--- config.mk ---
export PLATFORM = sky130hd
export DESIGN_NAME = chain_latency_probe_flat
export DESIGN_NICKNAME = d
export VERILOG_FILES = /design/src/rtl/chain_latency_probe_pkg.sv /design/src/rtl/chain_latency_probe_if.sv /design/src/rtl/chain_latency_probe_capture.sv /design/src/rtl/chain_latency_probe.sv /design/src/flat_wrapper.sv
export SDC_FILE = /design/constraint.sdc
export NUM_CORES = 1
export LEC_CHECK = 0
export ABC_AREA = 1
export CAP_MARGIN = 20
export CORE_AREA = 2 2 78 155
export DETAILED_ROUTE_END_ITERATION = 7
export DIE_AREA = 0 0 80 157
export DONT_BUFFER_PORTS = 1
export PLACE_DENSITY = 0.78
export SYNTH_ARGS = -nofsm -noshare
export SYNTH_HDL_FRONTEND = slang
export SYNTH_HIERARCHICAL = 1
export SYNTH_SLANG_ARGS = --single-unit
--- constraint.sdc ---
create_clock -name clk -period 3 [get_ports clk]
set_input_delay 0.15 -clock clk [delete_from_list [all_inputs] [get_ports clk]]
set_output_delay 0.15 -clock clk [all_outputs]
set_load 0.02 [all_outputs]
--- src/rtl/chain_latency_probe_pkg.sv ---
// chain_probe_pkg: shared state encoding, default sizing and lat field helper for the chain probe
package chain_probe_pkg;
    localparam int DEF_LANES = 8;
    localparam int DEF_CNT_W = 12;
    localparam int DEF_TIMEOUT = 1023;

    typedef enum logic [2:0] {
        IDLE    = 3'd0,
        FLUSH   = 3'd1,
        LAUNCH  = 3'd2,
        MEASURE = 3'd3,
        DONE    = 3'd4
    } state_e;

    function automatic logic [DEF_CNT_W-1:0] lat_field(input logic [DEF_LANES*DEF_CNT_W-1:0] lat, input int idx);
        return lat[idx*DEF_CNT_W +: DEF_CNT_W];
    endfunction
endpackage

--- src/rtl/chain_latency_probe_if.sv ---
// chain_latency_probe_if: start/status/result bundle between a requester and the chain probe
interface chain_latency_probe_if #(
    parameter int LANES = 8,
    parameter int CNT_W = 12
);
    logic                   start;
    logic                   busy;
    logic                   done;
    logic [LANES*CNT_W-1:0] lat;
    logic [LANES-1:0]       lane_ok;
    logic [LANES-1:0]       lane_glitch;
    logic                   flush_err;

    modport master(output start, input busy, done, lat, lane_ok, lane_glitch, flush_err);
    modport slave(input start, output busy, done, lat, lane_ok, lane_glitch, flush_err);
endinterface

--- src/rtl/chain_latency_probe_capture.sv ---
// chain_lane_capture: per-lane arrival latency, arrival flag and sticky glitch flag
module chain_lane_capture #(
    parameter int CNT_W = 12
) (
    input  logic             clk,
    input  logic             rst,
    input  logic             clear,
    input  logic             measuring,
    input  logic             sample,
    input  logic [CNT_W-1:0] cnt,
    output logic [CNT_W-1:0] lat,
    output logic             ok,
    output logic             glitch
);
    always_ff @(posedge clk) begin
        if (rst || clear) begin
            lat    <= '0;
            ok     <= 1'b0;
            glitch <= 1'b0;
        end else if (measuring) begin
            if (!ok && sample) begin
                lat <= cnt;
                ok  <= 1'b1;
            end
            if (ok && !sample) glitch <= 1'b1;
        end
    end
endmodule

--- src/rtl/chain_latency_probe.sv ---
// chain_latency_probe: launches a step into all delay-chain lanes and times its arrival per lane
module chain_latency_probe
    import chain_probe_pkg::*;
#(
    parameter int LANES   = DEF_LANES,
    parameter int CNT_W   = DEF_CNT_W,
    parameter int TIMEOUT = DEF_TIMEOUT
) (
    input  logic                  clk,
    input  logic                  rst,
    chain_latency_probe_if.slave  bus,
    output logic [LANES-1:0]      chain_in,
    input  logic [LANES-1:0]      chain_out
);
    state_e                 state;
    logic [CNT_W-1:0]       cnt;
    logic                   drive;
    logic                   zero_prev;
    logic                   flush_err;
    logic [LANES*CNT_W-1:0] lat_w;
    logic [LANES-1:0]       ok_w;
    logic [LANES-1:0]       glitch_w;
    logic                   at_limit;
    logic                   all_zero;
    logic                   all_ok;
    logic                   clear;
    logic                   measuring;

    always_comb begin
        at_limit  = cnt == CNT_W'(TIMEOUT);
        all_zero  = chain_out == '0;
        // a lane arriving this cycle counts, so the last arrival and timeout can coincide
        all_ok    = &(ok_w | chain_out);
        clear     = state == IDLE && bus.start;
        measuring = state == MEASURE;
    end

    always_ff @(posedge clk) begin
        if (rst) begin
            state     <= IDLE;
            cnt       <= '0;
            drive     <= 1'b0;
            zero_prev <= 1'b0;
            flush_err <= 1'b0;
        end else begin
            case (state)
                IDLE: if (bus.start) begin
                    state     <= FLUSH;
                    cnt       <= '0;
                    zero_prev <= 1'b0;
                    flush_err <= 1'b0;
                end
                FLUSH: begin
                    zero_prev <= all_zero;
                    if (all_zero && zero_prev) begin
                        state <= LAUNCH;
                        cnt   <= '0;
                    end else if (at_limit) begin
                        state     <= DONE;
                        flush_err <= 1'b1;
                    end else begin
                        cnt <= cnt + 1'b1;
                    end
                end
                LAUNCH: begin
                    state <= MEASURE;
                    drive <= 1'b1;
                    cnt   <= '0;
                end
                MEASURE: if (all_ok || at_limit) begin
                    state <= DONE;
                    drive <= 1'b0;
                end else begin
                    cnt <= cnt + 1'b1;
                end
                default: state <= IDLE;
            endcase
        end
    end

    for (genvar g = 0; g < LANES; g++) begin : g_lane
        chain_lane_capture #(.CNT_W(CNT_W)) u_cap (
            .clk       (clk),
            .rst       (rst),
            .clear     (clear),
            .measuring (measuring),
            .sample    (chain_out[g]),
            .cnt       (cnt),
            .lat       (lat_w[g*CNT_W +: CNT_W]),
            .ok        (ok_w[g]),
            .glitch    (glitch_w[g])
        );
    end

    assign chain_in        = {LANES{drive}};
    assign bus.busy        = state != IDLE;
    assign bus.done        = state == DONE;
    assign bus.lat         = lat_w;
    assign bus.lane_ok     = ok_w;
    assign bus.lane_glitch = glitch_w;
    assign bus.flush_err   = flush_err;
endmodule

--- src/flat_wrapper.sv ---
// flat-port wrapper written by rule: the top's interface ports become plain ports
module chain_latency_probe_flat import chain_probe_pkg::*;
#(
    parameter int LANES   = DEF_LANES,
    parameter int CNT_W   = DEF_CNT_W,
    parameter int TIMEOUT = DEF_TIMEOUT
)
  (clk, rst, chain_in, chain_out, bus_start, bus_busy, bus_done, bus_lat, bus_lane_ok, bus_lane_glitch, bus_flush_err);
  chain_latency_probe_if #(.LANES(LANES), .CNT_W(CNT_W)) bus_i ();
  input  logic clk;
  input  logic rst;
  output logic [LANES-1:0] chain_in;
  input  logic [LANES-1:0] chain_out;
  input wire logic [$bits(bus_i.start)-1:0] bus_start;
  output wire logic [$bits(bus_i.busy)-1:0] bus_busy;
  output wire logic [$bits(bus_i.done)-1:0] bus_done;
  output wire logic [$bits(bus_i.lat)-1:0] bus_lat;
  output wire logic [$bits(bus_i.lane_ok)-1:0] bus_lane_ok;
  output wire logic [$bits(bus_i.lane_glitch)-1:0] bus_lane_glitch;
  output wire logic [$bits(bus_i.flush_err)-1:0] bus_flush_err;
  assign bus_i.start = bus_start;
  assign bus_busy = bus_i.busy;
  assign bus_done = bus_i.done;
  assign bus_lat = bus_i.lat;
  assign bus_lane_ok = bus_i.lane_ok;
  assign bus_lane_glitch = bus_i.lane_glitch;
  assign bus_flush_err = bus_i.flush_err;
  chain_latency_probe #(.LANES(LANES), .CNT_W(CNT_W), .TIMEOUT(TIMEOUT)) u_core (.clk(clk), .rst(rst), .bus(bus_i), .chain_in(chain_in), .chain_out(chain_out));
endmodule
# After elaboration in Yosys (flattened, before gate mapping)
# Index checks and enable logic that the tools add are counted.
[word_totals] regBits=130 wordCells=124 out_inout_bits=123 in_bits=11
[op_classes] addsub=1 reduce_logical=64 n_mux=17 n_bitwise=1 n_eq_ne=12
[ops] cell="12-bit 2-to-1 mux" count=4
[ops] cell="12-bit case mux with 4 select lines" count=1
[ops] cell="2-bit AND reduction" count=18
[ops] cell="1-bit logical AND" count=18
[ops] cell="1-bit logical NOT" count=16
[ops] cell="12-bit by 1-bit adder with 12-bit output, second input constant" count=1
[ops] cell="12-bit by 10-bit equality test with 1-bit output, second input constant" count=1
[ops] cell="3-bit 2-to-1 mux" count=4
[ops] cell="3-bit case mux with 4 select lines" count=1
[ops] cell="8-bit logical NOT" count=1
[ops] cell="8-bit bitwise OR" count=1
[ops] cell="4-bit AND reduction" count=2
[ops] cell="8-bit AND reduction" count=1
[ops] cell="3-bit by 2-bit equality test with 1-bit output, second input constant" count=2
[ops] cell="2-bit inequality test, second input constant" count=3
[ops] cell="1-bit case mux with 2 select lines" count=3
[ops] cell="1-bit 2-to-1 mux" count=4
[ops] cell="2-bit by 1-bit inequality test with 1-bit output, second input constant" count=2
[ops] cell="2-bit nonzero test" count=2
[ops] cell="4-bit nonzero test" count=1
[ops] cell="3-bit by 1-bit equality test with 1-bit output, second input constant" count=1
[ops] cell="3-bit equality test, second input constant" count=1
[ops] cell="3-bit logical NOT" count=1
[ops] cell="3-bit by 1-bit inequality test with 1-bit output, second input constant" count=1
[ops] cell="other kinds (4)" count=5

# Longest topological paths before layout
# Gate-level depths: netlist of the first run.
[depth] word_depth=5 depth_mapped=11 mapped_depth_nobuf=11

# Cells and area by module
# The synthesis of the first run kept the hierarchy.
[by_module_without_submodules] module="chain_lane_capture" instances=8 area_each_um2=585.6 cells_each=86 seq_area_each_um2=280.3
[by_module_without_submodules] module="chain_latency_probe" instances=1 area_each_um2=1378.8 cells_each=223 seq_area_each_um2=360.3

# Least setup slack after synthesis of the first run
# No wires, ideal clock.
[synth_timing] kind="register -> register" from="register u_core.state[2]" to="register u_core.g_lane[0].u_cap.glitch" period_less_slack_ns=1.775 t_required_ns=2.885 path_buffers=1 setup_slack_ns=1.225 path_stages_with_launch=7 setup_time_ns=0.115 arrival_time_ns=1.660 path_cell_list="dfxtp_1 -> nor2_1 -> nand2_1 -> nor2_1 -> nor2_2 -> buf_4 -> o21a_1"
[synth_via] elab_chain_cells=3 elab_cells_between_ends=5 classes_between="1 x eq/ne; 4 x reduce/logical"
[synth_rtl] element="start, declared" line_no="chain_latency_probe.sv:15" source="state_e state;"
[synth_rtl] element="start signal, assigned" line_no="chain_latency_probe.sv:40" source="state <= IDLE;"
[synth_rtl] element="start signal, assigned" line_no="chain_latency_probe.sv:48" source="state <= FLUSH;"
[synth_rtl] element="start signal, assigned" line_no="chain_latency_probe.sv:56" source="state <= LAUNCH;"
[synth_rtl] element="3-bit logical NOT" line_no="chain_latency_probe.sv:34" source="clear = state == IDLE && bus.start;"
[synth_rtl] element="1-bit logical AND" line_no="chain_latency_probe.sv:34"
[synth_rtl] element="named net u_core.clear" line_no="chain_latency_probe.sv:26" source="logic clear;"
[synth_rtl] element="1-bit logical OR" line_no="chain_latency_probe_capture.sv:16" source="if (rst || clear) begin"
[synth_rtl] element="end signal, assigned" line_no="chain_latency_probe_capture.sv:19" source="glitch <= 1'b0;"
[synth_rtl] element="end signal, assigned" line_no="chain_latency_probe_capture.sv:25" source="if (ok && !sample) glitch <= 1'b1;"
[synth_rtl] element="end, declared" line_no="chain_latency_probe_capture.sv:13" source="output logic glitch"
# The timed path passes the listed nets, and every way through them passes these cells.
# A chain may end at the register's enable or synchronous reset.

# Final worst setup path of the first run
[layout_timing] from="register u_core.state[1]" to="register u_core.g_lane[2].u_cap.lat[11]"
[layout_via] elab_cells_between_ends=5 classes_between="1 x eq/ne; 4 x reduce/logical"
[layout_lines] element="3-bit by 2-bit equality test with 1-bit output" line_no="chain_latency_probe.sv:35" source="measuring = state == MEASURE;"
[layout_lines] element="named net u_core.measuring" line_no="chain_latency_probe.sv:27" source="logic measuring;"
[layout_lines] element="2-bit AND reduction (no source line)"
[layout_lines] element="end signal, assigned" line_no="chain_latency_probe_capture.sv:22" source="lat <= cnt;"
[layout_lines] element="end, declared" line_no="chain_latency_probe_capture.sv:11" source="output logic [CNT_W-1:0] lat,"
# The timed path passes the listed nets, and every way through them passes these cells.

==> results of run 1 <==
==> worst max path at each step <==
stage                                             from                                          end  slack, ns  cells past startpoint
after floorplan           u_core/state[2]$_SDFFE_PP0P_   u_core/g_lane[0].u_cap/glitch$_SDFFE_PP0P_       1.23                      6
after global placement    u_core/state[1]$_SDFFE_PP0P_   u_core/g_lane[2].u_cap/lat[4]$_SDFFE_PP0P_       1.05                      5
after detailed placement  u_core/state[1]$_SDFFE_PP0P_   u_core/g_lane[5].u_cap/lat[4]$_SDFFE_PP0P_       1.04                      5
after CTS                 u_core/state[1]$_SDFFE_PP0P_   u_core/g_lane[0].u_cap/lat[4]$_SDFFE_PP0P_       1.02                      6
after global routing      u_core/state[1]$_SDFFE_PP0P_   u_core/g_lane[2].u_cap/lat[6]$_SDFFE_PP0P_       0.80                      6
final                     u_core/state[1]$_SDFFE_PP0P_  u_core/g_lane[2].u_cap/lat[11]$_SDFFE_PP0P_       0.97                      6
==> cells in the mapped netlist, types with 6 or more instances <==
master                    count
sky130_fd_sc_hd__nor2_1     222
sky130_fd_sc_hd__o21a_1       8
sky130_fd_sc_hd__nand3_1     17
sky130_fd_sc_hd__nand2_2      6
sky130_fd_sc_hd__buf_6        8
sky130_fd_sc_hd__nor2_2      14
sky130_fd_sc_hd__xor2_1       6
sky130_fd_sc_hd__a21oi_1     11
sky130_fd_sc_hd__nand3_4      9
sky130_fd_sc_hd__inv_2       13
sky130_fd_sc_hd__buf_4       24
sky130_fd_sc_hd__nand2_1    279
sky130_fd_sc_hd__inv_1      139
sky130_fd_sc_hd__dfxtp_1    130
==> routing by layer <==
| layer | vias to the layer above | part of all wire [%] | global-route usage, % |
|---|---|---|---|
| li1 | 2657 | - | - |
| met1 | 2272 | 38 | 27.2 |
| met2 | 155 | 52 | 45.8 |
| met3 | 35 | 6.6 | 6.36 |
| met4 | 0 | 3.3 | 12.3 |
| met5 | - | 0 | 0 |
==> power breakdown <==
group	total (mW)	switching [mW]	leakage, nW	internal, mW
registers	1.75	0.0145	1.05	1.74
logic	0.224	0.168	2.33	0.0556
clock network	2.16	0.746	0.295	1.41
total	4.14	0.929	3.68	3.21
==> worst max-delay path, delay by kind of cell, from the launching register on <==
family	cells	cell delay [ns]
buffers and inverters	1	0.58
flip-flops	1	0.45
AND/OR/NAND/NOR	5	0.93
==> final cells by class <==
| type | instances | area (um2) | share of cell area (%) |
|---|---|---|---|
| clock inverters | 9 | 155 | 2.30 |
| well taps | 142 | 178 | 2.64 |
| inverters | 152 | 571 | 8.47 |
| flip-flops and latches | 130 | 2600 | 38.6 |
| multi-input cells | 595 | 2600 | 38.6 |
| repair buffers | 20 | 173 | 2.56 |
| clock buffers | 23 | 458 | 6.80 |
==> state kept, by name, summed over array words and instances, names as in the netlist <==
name and flops:
u_core/g_lane.u_cap/glitch 8, u_core/g_lane.u_cap/ok 8, u_core/drive 1, u_core/state 3, u_core/zero_prev 1, u_core/cnt 12
u_core/g_lane.u_cap/lat 96, u_core/bus.flush_err 1
==> cell families after synthesis <==
group           count (synthesis)
compound gates                 32
simple gates                  555
xor+xnor                        7
fa+ha+maj                       1
buf+inv                       186
flops                         130
==> timing repair <==
item                                    CTS  global route
endpoints found under the setup margin    0             0
hold endpoints to repair                 92             0
hold buffers                              9             0
==> summary.md, run 1 <==
- leading cell type in the layout, fill and taps excluded: sky130_fd_sc_hd__nand2_1
- starting utilization of the core area: 53.7%
- final-layout fill cell count: 1068
- power density over cell area: 614 nW/um2
- nature of the critical path endpoint: flop
- Hold Crit Depth: 5
- required time at the worst-slack endpoint: 3.35 ns
- largest family of logic cells by synthesized area: simple AND/OR/NAND/NOR gates
- final hold violations: 0
- depth of the worst register-to-register path: 6
- Min-Delay Startpoint: chain_out[5]
- #FFs+latches synth: 130
- number of placed instances with taps included: 1030
- instance area at placement: 6040 um2
- final number of max-transition violations: 0
- clock insertion delay at the later pin of the skew report: 0.42 ns
- number of nets in the layout: 928
- critical setup path kind: reg2reg
- compound-cell area share of the yosys netlist: 3.38%
- biggest cell delay along the critical path: 0.58 ns
- HPWL after detailed placement: 10.4 mm
- transition time of the tightest slew-check pin: 1.08 ns
- H-Tree Level Count: 4
- number of placed I/O pins: 134
- share of the clock period used by the worst path after layout: 67.5%
- Detail Route Antenna Nets: 0
- CTS Sinks: 130
- via count of the routed design: 5119
- Worst Hold Path EP: u_core/state[1]$_SDFFE_PP0P_
- final-layout worst hold slack: 0.0933 ns
- Setup Slack @ Placement: 1.04 ns
- startpoint type of the worst setup path: flop
- most used cells in the layout excluding fill and tap cells: sky130_fd_sc_hd__nand2_1 (279), sky130_fd_sc_hd__nor2_1 (222), sky130_fd_sc_hd__inv_1 (139)
- most instantiated flip-flop cell in the synthesis netlist: sky130_fd_sc_hd__dfxtp_1
- maximum number of pins on one net before global-route repair: 26
- total negative slack for setup checks: 0 ns
- async set-reset flop share out of synthesis: 0%
- Post-Synth Simple-Gate Area: 38.3%
- share of cells above drive strength 1: 9.90%
- wire length of the first global-routing pass: 24.2 mm
- via count of the first global-routing pass: 4729
- destination of the worst register-to-register timing path: u_core/g_lane[2].u_cap/lat[11]$_SDFFE_PP0P_
- global-route total usage across every layer: 25.5%
- Max Clock Skew: 0.0144 ns
- number of resized instances in the post-cts repair step: 0
- max_slew headroom: 28.0%
- area of the mapped netlist: 6060 um2
- xor/xnor cell area share of the yosys netlist: 1.01%
- cell taking the most area after synthesis: sky130_fd_sc_hd__dfxtp_1
- clock period minus final worst setup slack: 2.03 ns
- reg-to-reg critical path startpoint: u_core/state[1]$_SDFFE_PP0P_
- x dimension of the die: 80 um
- grt total ovfl: 0
- total power consumption of the routed design: 4.14 mW
- initial antenna violation count: 0
- cells along the critical path: nand3_1, inv_2, nand3_4, nand2_1, nand2_1, nor2_1
- worst reg-to-reg setup slack: 0.97 ns
- clock edge transition at the registers on the reported setup and hold paths: 0.06 ns
- count of buffers added by post-CTS timing repair for setup: 0
- WP data arrival: 2.38 ns
- max-capacitance violation count: 0
- Max Root-Sink Buffers: 2
- clock root buffer master: sky130_fd_sc_hd__clkbuf_16
- EDFF count, synth: 0
- final setup margin: 0.974 ns
- maximum clock frequency: 494 MHz
- Cell Rows: 55
- cell with the largest stage delay on the worst path: sky130_fd_sc_hd__inv_2
- wirelength, routed: 15.6 mm
- Leakage Power: 3.68 nW
- number of buffers inserted during clock tree synthesis: 17
- full die area: 12600 um2
- post-synthesis to final-layout area growth: 11.1%
- sequential element share of the synthesized area: 42.9%
- leading cell types by total area after synthesis: sky130_fd_sc_hd__dfxtp_1 (43%), sky130_fd_sc_hd__nand2_1 (17%), sky130_fd_sc_hd__nor2_1 (14%), sky130_fd_sc_hd__inv_1 (8.6%), sky130_fd_sc_hd__buf_4 (3.0%)
- highest ir drop seen on vdd: 0.446 mV
- result of the run: finished, final reports clean
- Antenna Cells: 0
- RSZ-0062 raised after global routing: false
- routed length per instance: 14.6 um
- total nets after synthesis: 923
- final standard cell count with taps included and fillers excluded: 1071
- number of search-and-repair iterations in the first detailed-routing pass: 4
- fraction of the mapped netlist area in adder cells: 0.206%
- worst min-delay path category: in2reg
- number of unique standard cell types used by synthesis: 25
- TritonCTS clock tree: built
- starting DRC count in detailed routing: 269
- highest net fanout along the worst path: 25
- Die Span Y: 157 um
- Yosys Warn Count: 6
- number of buffer cells added on primary ports: 0
- cell with the most instances on the worst path: sky130_fd_sc_hd__nand2_1
- post-synth top area share: 42.9%
- Placer Congestion: 0.900
- Vias/cell: 4.78
- mean instance size in the synthesized netlist: 6.66 um2
- remaining routing DRC violations: 0
- utilization after layout: 59.7%
- fraction of synthesized area in multiplexers: 0%
- Placeable Area: 11300 um2
- number of failing setup endpoints in the final timing report: 0
- Finished Cell Area: 6740 um2
- Cells after Synth: 911
(Power assumes the default switching activity.)
==> run 2: changes to the inputs <==
- PLACE_DENSITY: 0.78 -> 0.81
- clock period: 3 -> 1.7 ns (I/O delays scaled with it)
==> summary.md, run 2 (synthesis gave the netlist of run 1 again) <==
- result of the run: finished, violations left
- failing checks: negative hold slack
- destination of the worst register-to-register timing path: u_core/cnt[3]$_SDFFE_PP0P_
- final standard cell count with taps included and fillers excluded: 1113
- Leakage Power: 3.91 nW
- highest ir drop seen on vdd: 0.861 mV
- final setup margin: 0.0245 ns
- routed length per instance: 15.1 um
- final hold violations: 8
- clock period minus final worst setup slack: 1.68 ns
- worst reg-to-reg setup slack: 0.02 ns
- post-synthesis to final-layout area growth: 18.5%
- clock root buffer master: sky130_fd_sc_hd__clkbuf_16
- starting utilization of the core area: 53.7%
- max FFs per register: 96
- Cell Rows: 55
- worst min-delay path category: in2reg
- depth of the worst register-to-register path: 8
- Hold Crit Depth: 3
- Placeable Area: 11300 um2
- wire length of the first global-routing pass: 24.8 mm
- starting DRC count in detailed routing: 282
- Die Span Y: 157 um
- Worst Hold Path EP: u_core/g_lane[1].u_cap/lat[0]$_SDFFE_PP0P_
- Max Root-Sink Buffers: 2
- Placer Congestion: 0.905
- highest net fanout along the worst path: 7
- remaining routing DRC violations: 0
- share of cells above drive strength 1: 14.5%
- number of buffers inserted during clock tree synthesis: 17
- utilization after layout: 63.7%
- share of the clock period used by the worst path after layout: 98.6%
- Biggest register: u_core/g_lane.u_cap/lat
- Detail Route Antenna Nets: 0
- final number of max-transition violations: 0
- number of nets in the layout: 970
- max_slew headroom: 31.1%
- maximum number of pins on one net before global-route repair: 26
- Max Clock Skew: 0.00602 ns
- number of buffer cells added on primary ports: 0
- max-capacitance violation count: 0
- cell with the largest stage delay on the worst path: sky130_fd_sc_hd__dfxtp_1
- CTS Sinks: 130
- maximum clock frequency: 597 MHz
- number of placed instances with taps included: 1061
- number of failing setup endpoints in the final timing report: 0
- H-Tree Level Count: 4
- number of placed I/O pins: 134
- global-route total usage across every layer: 26.2%
- nature of the critical path endpoint: flop
- TritonCTS clock tree: built
- x dimension of the die: 80 um
- number of search-and-repair iterations in the first detailed-routing pass: 5
- reg-to-reg critical path startpoint: u_core/cnt[1]$_SDFFE_PP0P_
- via count of the routed design: 5397
- full die area: 12600 um2
- RSZ-0062 raised after global routing: true
- final-layout worst hold slack: -0.0150 ns
- Antenna Cells: 0
- most used cells in the layout excluding fill and tap cells: sky130_fd_sc_hd__nand2_1 (278), sky130_fd_sc_hd__nor2_1 (220), sky130_fd_sc_hd__inv_1 (139)
- WP data arrival: 1.93 ns
- startpoint type of the worst setup path: flop
- HPWL after detailed placement: 10.7 mm
- biggest regs: u_core/g_lane.u_cap/lat x96, u_core/cnt x12
- Min-Delay Startpoint: chain_out[1]
- final-layout fill cell count: 1017
- critical setup path kind: reg2reg
- leading cell type in the layout, fill and taps excluded: sky130_fd_sc_hd__nand2_1
- Vias/cell: 4.85
- clock edge transition at the registers on the reported setup and hold paths: 0.06 ns
- cells along the critical path: ha_2, nand2_2, nor2_4, nand3_2, a21oi_1, nor2_4, nand2_1, a21oi_1
- total power consumption of the routed design: 7.55 mW
- clock insertion delay at the later pin of the skew report: 0.42 ns
- power density over cell area: 1050 nW/um2
- via count of the first global-routing pass: 4858
- grt total ovfl: 0
- biggest cell delay along the critical path: 0.36 ns
- required time at the worst-slack endpoint: 1.95 ns
- initial antenna violation count: 0
- transition time of the tightest slew-check pin: 1.03 ns
- wirelength, routed: 16.9 mm
- Setup Slack @ Placement: 0.0966 ns
==> run 2: cell types whose count changed in the layout (fill, tap and decap cells not counted), sizes merged <==
cell	delta
buf	+33
nand3	+5
clkbuf	-3
dlygate4sd3	+3
clkinvlp	+2
dlymetal6s4s	+1
inv	+1
==> run 2: worst max-delay path by stage <==
stage | from | endpoint | slack, ns | cells after the start
final | u_core/cnt[1]$_SDFFE_PP0P_ | u_core/cnt[3]$_SDFFE_PP0P_ | 0.02 | 8
after CTS | u_core/state[1]$_SDFFE_PP0P_ | u_core/g_lane[4].u_cap/lat[11]$_SDFFE_PP0P_ | 0.06 | 7
after global routing | u_core/cnt[1]$_SDFFE_PP0P_ | u_core/cnt[3]$_SDFFE_PP0P_ | -0.06 | 9
after floorplan | u_core/cnt[1]$_SDFFE_PP0P_ | u_core/cnt[8]$_SDFFE_PP0P_ | 0.01 | 10
after global placement | u_core/cnt[1]$_SDFFE_PP0P_ | u_core/cnt[4]$_SDFFE_PP0P_ | 0.12 | 9
after detailed placement | u_core/state[1]$_SDFFE_PP0P_ | u_core/g_lane[4].u_cap/lat[10]$_SDFFE_PP0P_ | 0.1 | 6
==> run 2: timing repair <==
item                                   CTS  global route
hold buffers                            10             3
buffers inserted                         0             2
endpoints found under the hold margin   41            23
setup endpoints to repair                0            88
resized for setup                        0            15
==> run 2: where the power goes <==
part / internal, mW / switching, mW / leakage (nW)
registers: 3.07 / 0.0189 / 1.05
clock network: 2.57 / 1.39 / 0.309
logic: 0.157 / 0.338 / 2.56
==> run 2: routing by layer <==
| layer | track usage (%) | wire [um] |
|---|---|---|
| met3 | 7.05 | 1290 |
| met1 | 28.8 | 6210 |
| met2 | 45.4 | 8730 |
| met4 | 13.3 | 633 |
| met5 | 0 | 0 |
==> run 2: critical path, delay by kind of cell, from the launching register on <==
| family | cells | cell delay [ns] |
|---|---|---|
| AND/OR/NAND/NOR | 5 | 0.59 |
| flip-flops | 1 | 0.36 |
| AO/OA/AOI/OAI | 2 | 0.35 |
| adder cells (fa/ha/maj) | 1 | 0.21 |
==> run 2: area by class of cell <==
type	count	area [um2]	area share [%]
multi-input combinational	600	2720	37.9
sequential	130	2610	36.2
inverter	152	571	7.94
clock buffer	20	467	6.49
timing repair buffer	57	467	6.49
clock inverter	12	179	2.49
tap	142	178	2.47
==> run 2: through the flow <==
| step | setup TNS [ns] | hold WS (ns) | instance area [um2] |
|---|---|---|---|
| CTS | 0 | 0.0127 | 7020 |
| detailed placement | 0 | 0.155 | 6270 |
| finish | 0 | -0.0150 | 7190 |
| floorplan | 0 | 0.164 | 6070 |
| global placement | 0 | 0.152 | 6270 |
| global route | -0.454 | 0.00961 | 7190 |
==> run 3: changes to the inputs <==
- PLACE_DENSITY: 0.81 -> 0.69
==> summary.md, run 3 (synthesis gave the netlist of run 1 again) <==
- Vias/cell: 4.73
- max_slew headroom: 34.3%
- clock edge transition at the registers on the reported setup and hold paths: 0.05 ns
- via count of the routed design: 5227
- area used by multi-input combinational logic: 2660 um2
- TritonCTS clock tree: built
- nature of the critical path endpoint: flop
- count of buffers added by post-CTS timing repair for setup: 0
- worst reg-to-reg setup slack: 0.05 ns
- result of the run: finished, final reports clean
- Biggest register: u_core/g_lane.u_cap/lat
- Detail Route Antenna Nets: 0
- met3 track utilization from global routing: 7.28%
- final-layout fill cell count: 1061
- power density over cell area: 1070 nW/um2
- flip-flop and latch area: 2610 um2
- final hold violations: 0
- worst min-delay path category: in2reg
- via count of the first global-routing pass: 4877
- Leakage Power: 3.90 nW
- wirelength, routed: 16.1 mm
- Setup Slack @ Placement: 0.0767 ns
- biggest regs: u_core/g_lane.u_cap/lat x96, u_core/cnt x12
- maximum clock frequency: 606 MHz
- Placeable Area: 11300 um2
- clock period minus final worst setup slack: 1.65 ns
- final setup margin: 0.0500 ns
- Min-Delay Startpoint: chain_out[5]
- initial antenna violation count: 0
- number of failing setup endpoints in the final timing report: 0
- H-Tree Level Count: 4
- number of placed I/O pins: 134
- required time at the worst-slack endpoint: 2.03 ns
- M1 GR Usage: 28.6%
- remaining routing DRC violations: 0
- most used cells in the layout excluding fill and tap cells: sky130_fd_sc_hd__nand2_1 (278), sky130_fd_sc_hd__nor2_1 (220), sky130_fd_sc_hd__inv_1 (139)
- share of the clock period used by the worst path after layout: 97.1%
- clock insertion delay at the later pin of the skew report: 0.41 ns
- starting DRC count in detailed routing: 308
- crit path launch: u_core/cnt[0]$_SDFFE_PP0P_
- post-synthesis to final-layout area growth: 17.3%
- Max Clock Skew: 0.0102 ns
- share of cells above drive strength 1: 14.0%
- highest net fanout along the worst path: 10
- max FFs per register: 96
- global-route total usage across every layer: 26.2%
- wire length of the first global-routing pass: 24.8 mm
- WP data arrival: 1.98 ns
- critical setup path kind: reg2reg
- reg-to-reg critical path startpoint: u_core/cnt[0]$_SDFFE_PP0P_
- full die area: 12600 um2
- highest ir drop seen on vdd: 0.890 mV
- number of nets in the layout: 963
- leading cell type in the layout, fill and taps excluded: sky130_fd_sc_hd__nand2_1
- starting utilization of the core area: 53.7%
- HPWL after detailed placement: 10.2 mm
- Max Root-Sink Buffers: 2
- clock root buffer master: sky130_fd_sc_hd__clkbuf_16
- CTS Sinks: 130
- max-capacitance violation count: 0
- x dimension of the die: 80 um
- grt total ovfl: 0
- number of buffers inserted during clock tree synthesis: 17
- maximum number of pins on one net before global-route repair: 26
- number of buffer cells added on primary ports: 0
- final number of max-transition violations: 0
- Die Span Y: 157 um
- total power consumption of the routed design: 7.60 mW
- Cell Rows: 55
- number of search-and-repair iterations in the first detailed-routing pass: 4
- Placer Congestion: 0.859
- transition time of the tightest slew-check pin: 0.986 ns
- peak-usage layer in the global routing report: met2
- GR Util met2: 45.4%
- routed length per instance: 14.5 um
- startpoint type of the worst setup path: flop
- Antenna Cells: 0
run 3: cell count changes in the layout (fill, tap and decap cells not counted), sizes merged:
cell         delta
buf             -1
dlygate4sd3     -3
clkinvlp        -1
bufinv          +1
nand3           -3
run 3: worst paths after layout:
kind / to / cells after the start
max: u_core/cnt[7]$_SDFFE_PP0P_ / 9
min: u_core/state[1]$_SDFFE_PP0P_ / 5
max reg2reg: u_core/cnt[7]$_SDFFE_PP0P_ / 9
min reg2reg: u_core/drive$_SDFFE_PP0P_ / 2
run 3: cell type report:
cell class | count | share of cell area (%)
clock inverter | 12 | 2.89
tap | 142 | 2.50
inverter | 152 | 8.06
multi-input combinational | 597 | 37.4
timing repair buffer | 53 | 6.21
sequential | 130 | 36.7
clock buffer | 20 | 6.28
run 3: report_power, final:
part	internal (mW)	total (mW)	switching, mW
sequential	3.07	3.09	0.0164
clock	2.65	4.01	1.36
combinational	0.157	0.502	0.345
total	5.88	7.60	1.72
run 3: routing by layer:
metal / vias up / wire length [um] / share of wire [%]
met5: - / 0 / 0
met4: 0 / 473 / 2.9
met3: 30 / 1090 / 6.8
met2: 174 / 8340 / 52
met1: 2288 / 6170 / 38
li1: 2735 / - / -
run 3: repair_timing:
action,CTS,global route
endpoints found under the setup margin,0,101
hold endpoints to repair,51,0
hold buffers,10,0
resized for setup,0,12
run 3: critical path: stages (launching register included):
cell	delay (ns)
sky130_fd_sc_hd__dfxtp_1	0.34
sky130_fd_sc_hd__buf_4	0.25
sky130_fd_sc_hd__nand3_2	0.16
sky130_fd_sc_hd__inv_1	0.12
sky130_fd_sc_hd__nand2_1	0.08
sky130_fd_sc_hd__nand2_1	0.08
sky130_fd_sc_hd__nand3_1	0.08
sky130_fd_sc_hd__o21ai_0	0.23
sky130_fd_sc_hd__nand2_1	0.11
sky130_fd_sc_hd__a21oi_2	0.11
run 3: stage by stage:
| stage | hold WS [ns] | util (%) | area (um2) | cells | setup TNS (ns) |
|---|---|---|---|---|---|
| finish | 0.0554 | 63.0 | 7110 | 1106 | 0 |
| global placement | 0.154 | 55.7 | 6290 | 1062 | 0 |
| floorplan | 0.164 | - | 6070 | 911 | 0 |
| CTS | 0.0365 | 62.4 | 7040 | 1104 | 0 |
| detailed placement | 0.153 | 55.7 | 6290 | 1062 | 0 |
| global route | 0.0874 | 63.0 | 7110 | 1106 | -0.00603 |
